**config.mk**
```make
export PLATFORM = sky130hd
export DESIGN_NAME = punc_fetch_queue
export DESIGN_NICKNAME = d
export VERILOG_FILES = /design/src/rtl/punc_pkg.sv /design/src/rtl/punc_sync_fifo.sv /design/src/rtl/punc_fetch_queue.sv
export SDC_FILE = /design/constraint.sdc
export NUM_CORES = 1
export LEC_CHECK = 0
export BUFFER_PORTS_ARGS = -buffer_cell sky130_fd_sc_hd__clkbuf_2
export CAP_MARGIN = 20
export CORE_ASPECT_RATIO = 0.9
export CORE_MARGIN = 1.5
export CORE_UTILIZATION = 50
export DETAILED_ROUTE_END_ITERATION = 10
export PLACE_DENSITY = 0.71
export SLEW_MARGIN = 20
export SYNTH_ARGS = -nofsm -noshare
export SYNTH_HDL_FRONTEND = slang
export SYNTH_SLANG_ARGS = --single-unit
```
**constraint.sdc**
```tcl
create_clock -name clk -period 4.5 [get_ports clk]
set_input_delay 0 -clock clk [delete_from_list [all_inputs] [get_ports clk]]
set_output_delay 0 -clock clk [all_outputs]
set_load 0.02 [all_outputs]
```
**src/rtl/punc_pkg.sv**
```systemverilog
// Shared PUnC fetch definitions: default widths, reset PC and the queue entry layout.
package punc_pkg;

    localparam int          PUNC_DATA_W   = 16;
    localparam int          PUNC_ADDR_W   = 16;
    localparam int unsigned PUNC_RESET_PC = 0;

    typedef struct packed {
        logic [PUNC_DATA_W-1:0] data;
        logic [PUNC_ADDR_W-1:0] pc;
    } fetch_entry_t;

endpackage

```
**src/rtl/punc_sync_fifo.sv**
```systemverilog
// Small synchronous FIFO with flush; head is read combinationally from storage.
module punc_sync_fifo #(
    parameter int DEPTH = 4,
    parameter int W     = 32
) (
    input  logic                       clk,
    input  logic                       rst,
    input  logic                       flush,
    input  logic                       push,
    input  logic [W-1:0]               push_data,
    input  logic                       pop,
    output logic [W-1:0]               head,
    output logic [$clog2(DEPTH+1)-1:0] count
);

    localparam int PW = $clog2(DEPTH);
    localparam int CW = $clog2(DEPTH+1);

    logic [W-1:0]  mem [DEPTH];
    logic [PW-1:0] rd_ptr, wr_ptr;

    function automatic logic [PW-1:0] ptr_inc(input logic [PW-1:0] p);
        return (p == PW'(DEPTH-1)) ? '0 : p + 1'b1;
    endfunction

    // Flush wins over any push/pop presented in the same cycle.
    always_ff @(posedge clk) begin
        if (rst || flush) begin
            rd_ptr <= '0;
            wr_ptr <= '0;
            count  <= '0;
        end else begin
            if (push) wr_ptr <= ptr_inc(wr_ptr);
            if (pop)  rd_ptr <= ptr_inc(rd_ptr);
            count <= count + CW'(push) - CW'(pop);
        end
    end

    always_ff @(posedge clk) begin
        if (push && !flush && !rst) mem[wr_ptr] <= push_data;
    end

    assign head = mem[rd_ptr];

endmodule

```
**src/rtl/punc_fetch_queue.sv**
```systemverilog
// Decoupled fetch front end: issues in-order memory reads against reserved queue
// slots, drops responses belonging to a pre-redirect stream, and buffers PC-tagged words.
module punc_fetch_queue
    import punc_pkg::*;
#(
    parameter int                DATA_W   = PUNC_DATA_W,
    parameter int                ADDR_W   = PUNC_ADDR_W,
    parameter int                DEPTH    = 4,
    parameter logic [ADDR_W-1:0] RESET_PC = ADDR_W'(PUNC_RESET_PC)
) (
    input  logic              clk,
    input  logic              rst,
    input  logic              halt,
    input  logic              redirect_valid,
    input  logic [ADDR_W-1:0] redirect_pc,
    output logic              mem_req_valid,
    input  logic              mem_req_ready,
    output logic [ADDR_W-1:0] mem_req_addr,
    input  logic              mem_resp_valid,
    input  logic [DATA_W-1:0] mem_resp_data,
    output logic              inst_valid,
    input  logic              inst_ready,
    output logic [DATA_W-1:0] inst_data,
    output logic [ADDR_W-1:0] inst_pc,
    output logic [ADDR_W-1:0] fetch_pc_debug,
    output logic              proto_err
);

    localparam int            CW      = $clog2(DEPTH+1);
    localparam logic [CW:0]   DEPTH_L = (CW+1)'(DEPTH);

    logic [ADDR_W-1:0] fetch_pc, resp_pc;
    logic [CW-1:0]     count, outstanding, discard_cnt;
    logic [CW:0]       reserved;
    logic              req_fire, resp_ok, spurious, push, pop;
    logic [DATA_W+ADDR_W-1:0] head;

    // Every in-flight request owns a queue slot, so a push can never overflow.
    assign reserved      = {1'b0, count} + {1'b0, outstanding};
    assign mem_req_valid = !rst && !halt && !redirect_valid && (reserved < DEPTH_L);
    assign mem_req_addr  = fetch_pc;
    assign req_fire      = mem_req_valid && mem_req_ready;

    assign resp_ok  = mem_resp_valid && (outstanding != '0);
    assign spurious = mem_resp_valid && (outstanding == '0);
    assign push     = resp_ok && !redirect_valid && (discard_cnt == '0);

    assign inst_valid = (count != '0) && !redirect_valid;
    assign pop        = inst_valid && inst_ready;

    assign inst_data      = head[ADDR_W +: DATA_W];
    assign inst_pc        = head[ADDR_W-1:0];
    assign fetch_pc_debug = fetch_pc;

    always_ff @(posedge clk) begin
        if (rst) begin
            fetch_pc    <= RESET_PC;
            resp_pc     <= RESET_PC;
            outstanding <= '0;
            discard_cnt <= '0;
            proto_err   <= 1'b0;
        end else begin
            outstanding <= outstanding + CW'(req_fire) - CW'(resp_ok);
            if (redirect_valid) begin
                // Everything still in flight after this cycle belongs to the old stream.
                fetch_pc    <= redirect_pc;
                resp_pc     <= redirect_pc;
                discard_cnt <= outstanding - CW'(resp_ok);
            end else begin
                if (req_fire) fetch_pc <= fetch_pc + 1'b1;
                if (push)     resp_pc  <= resp_pc + 1'b1;
                if (resp_ok && discard_cnt != '0) discard_cnt <= discard_cnt - 1'b1;
            end
            if (spurious) proto_err <= 1'b1;
        end
    end

    punc_sync_fifo #(
        .DEPTH (DEPTH),
        .W     (DATA_W + ADDR_W)
    ) u_fifo (
        .clk       (clk),
        .rst       (rst),
        .flush     (redirect_valid),
        .push      (push),
        .push_data ({mem_resp_data, resp_pc}),
        .pop       (pop),
        .head      (head),
        .count     (count)
    );

endmodule

```
==> impl_results.md <==
- Max-slew violation count: 0
- Per-cell routed wire length: roughly 17 um
- PortBufs: about 110
- Fraction of layout instances using a drive strength above 1: a little over a quarter
- Pre-Repair DR Iteration Count: 5
- Critical Path RT: approximately 4.8 ns
- Crit path DAT: about 3.1 ns
- Worst-path fanout max: 25
- Outcome: completed
- Synth cell count leaders: 128 x edfxtp_1, 48 x dfxtp_1, 32 x mux4_2
- Core box area: approximately 0.015 sq mm
- Maximum vdd drop: about 0.29 mV
- Final Hold Vio Count: 0
- Ant diodes: 0
- Cell Area, Synth: between 0.007 and 0.008 sq mm
- Non-Filler Instances: 851
- Max-cap violations: 0
- DP HPWL: roughly 9.2 mm
- Worst slew pin tran: 0.9542 ns
- Largest net degree at the start of global routing: 40
- H-tree level count: 4
- Post-CTS setup buffer count: 0
- Grt total ovfl: 0
- Die W: around 130 um
- Gpl congestion: between 0.8 and 0.9
- Initial DRC count: about 280
- First-pass GRT wire length: 23.32 mm
- Clock Skew: 0.01077 ns
- Setup TNS: 0 ns
- I/O pins: around 110
- Yosys cell types: 54
- Count leader, synth: edfxtp_1
- HP Class: in2reg
- Crit path capture type: flip-flop
- Final min period: ~2.8 ns
- Total CTS buffers: 17
- Synthesis-stage register bit count: 176
- Share of the synthesized area in the top cell type: 50.90%
- Clock latency at the later pin of the worst-skew pair: between 0.4 and 0.5 ns
- Drt drc: 0
- Final net count: between 600 and 700
- Vias in the first global route: 4556
- Clk sink count: roughly 180
- Area grow syn2layout: 19.19%
- Total Wirelength: about 15 mm
- DR vias/cell: approximately 5.6
- Leakage: between 3 and 4 nW
- PwrDens: 412.6 mW/mm^2
- Syn Inst Count: 520
- Worst Setup Start Kind: flip-flop
- Fmax achieved: ~0.36 GHz
- Root Buffer: clkbuf_16
- Register area share after synthesis: 63.63%
- Final setup violation count: 0
- RSZ-0062 raised after global routing: false
- Final Cycle Share: between 60% and 70%
- Syn avg cell area: 14.52 sq um
- Fill cells: 1121
- Slew headroom: 36.32%
- Crit path kind: reg2reg
- Cell taking the most area after synthesis: edfxtp_1
- CTS tree: yes
- Clk buf depth: 2
- Main area contributors after synthesis: edfxtp_1 51%, dfxtp_1 13%, mux4_2 9.5%
- Antenna viol nets, final: 0
- Ys async rst share: 0%
- Starting Density: between 50% and 60%
- Die H: approximately 120 um
- Die area: approximately 0.016 sq mm
- Syn Nets: between 500 and 600
- Antenna violations before repair: 0
- Placed cells: a little under 800
- Ys flop type: edfxtp_1
- GRT Util Overall: 19.24%
- Post-synth EDFFs: 128
- Site Rows: 42
- Ys Warns: 0
- Via count: between 4000 and 5000
- Worst-path clk slew: around 0.06 ns
==> report_power, final <==
part           internal (mW)  switching (mW)
Sequential              1.81          0.0699
Combinational          0.202           0.279
Clock                  0.760           0.591
==> per-stage QoR <==
stage / setup slack (ns) / utilization (%) / hold slack [ns] / instance area [sq um] / power (mW)
finish: 1.685 / 61.17 / 0.06585 / 9000 / 3.714
global route: 1.528 / 61.17 / 0.07334 / 9000 / 3.858
CTS: 1.683 / 61.17 / 0.02997 / 9000 / 3.742
detailed placement: 1.523 / 55.30 / 0.2205 / 8137 / 2.371
global placement: 1.611 / 55.30 / 0.2163 / 8137 / 2.352
floorplan: 1.964 / - / 0.09887 / 7551 / 2.239
==> logic make-up after synthesis <==
| kind of cell | count (synthesis) | share of synthesized area, % |
|---|---|---|
| AO/OA/AOI/OAI | 80 | 7.390 |
| buffers and inverters | 68 | 4.474 |
| AND/OR/NAND/NOR | 129 | 9.693 |
| XOR/XNOR | 12 | 1.392 |
| adder cells (fa/ha/maj) | 19 | 3.347 |
| multiplexers | 36 | 10.07 |
| flip-flops | 176 | 63.63 |
==> path summary, 6_finish.rpt <==
| kind | startpoint | end | slack (ns) | cells after the start |
|---|---|---|---|---|
| worst min register to register | proto_err$_SDFFE_PP0P_ | proto_err$_SDFFE_PP0P_ | 0.48 | 2 |
| worst max-delay path | outstanding[2]$_SDFF_PP0_ | outstanding[2]$_SDFF_PP0_ | 1.69 | 10 |
| worst min-delay path | redirect_pc[15] | fetch_pc_debug[15]$_SDFFE_PP0P_ | 0.07 | 5 |
| worst max register to register | outstanding[2]$_SDFF_PP0_ | outstanding[2]$_SDFF_PP0_ | 1.69 | 10 |
==> critical path: stages (launching register included) <==
cell and delay [ns]:
dfxtp_1 0.44, ha_1 0.30, nor4_4 0.17, and4_1 0.47, inv_4 0.18, ha_1 0.31
inv_1 0.04, ha_1 0.18, fa_1 0.37, xnor2_1 0.16, nor2_1 0.05
==> registers in the layout (all words and copies together) (netlist names), named ones only <==
signal	flops
resp_pc	16
u_fifo.mem	128
discard_cnt	3
proto_err	1
u_fifo.count	3
u_fifo.wr_ptr	2
fetch_pc_debug	16
outstanding	3
u_fifo.rd_ptr	2
==> what timing repair did <==
item / in CTS / in global routing
endpoints found under the setup margin: 0 / 0
hold endpoints to repair: 92 / 0
hold buffers: 32 / 0
gates resized for setup: 0 / 0
==> routing by layer <==
layer	wire length, um	up-vias	GRT usage [%]
li1	-	2243	-
met1	6647	2335	26.20
met2	7070	167	30.60
met3	818	23	4.436
met4	230	0	6.937
met5	0	-	0
==> placed cells by master, fill, tap and decap left out, types with 6 or more instances in the layout <==
cell type,synthesis,routed
nand3_1,11,11
and3_1,9,9
or4_1,6,6
nor2_1,24,24
ha_1,17,17
nand2b_1,6,6
xnor2_1,8,8
inv_1,24,24
edfxtp_1,128,128
nor4_1,7,7
clkbuf_16,0,17
or3_1,7,7
nand2_1,18,18
dlygate4sd3_1,0,32
buf_4,16,7
a31oi_1,12,12
nand4_1,11,11
clkbuf_2,0,105
a21o_1,6,6
o31a_1,9,9
dfxtp_1,48,47
mux4_2,32,32
a21oi_1,18,18
==> layout make-up <==
cell class | instances | area [sq um] | share of cell area [%]
Timing Repair Buffer | 144 | 898.4 | 9.982
Inverter | 25 | 96.34 | 1.070
Clock inverter | 13 | 110.1 | 1.223
Clock buffer | 19 | 432.9 | 4.810
Tap cell | 198 | 247.7 | 2.753
Sequential cell | 176 | 4806 | 53.40
Multi-Input combinational cell | 276 | 2409 | 26.76
Note: power is estimated with default switching activity, not from simulation.
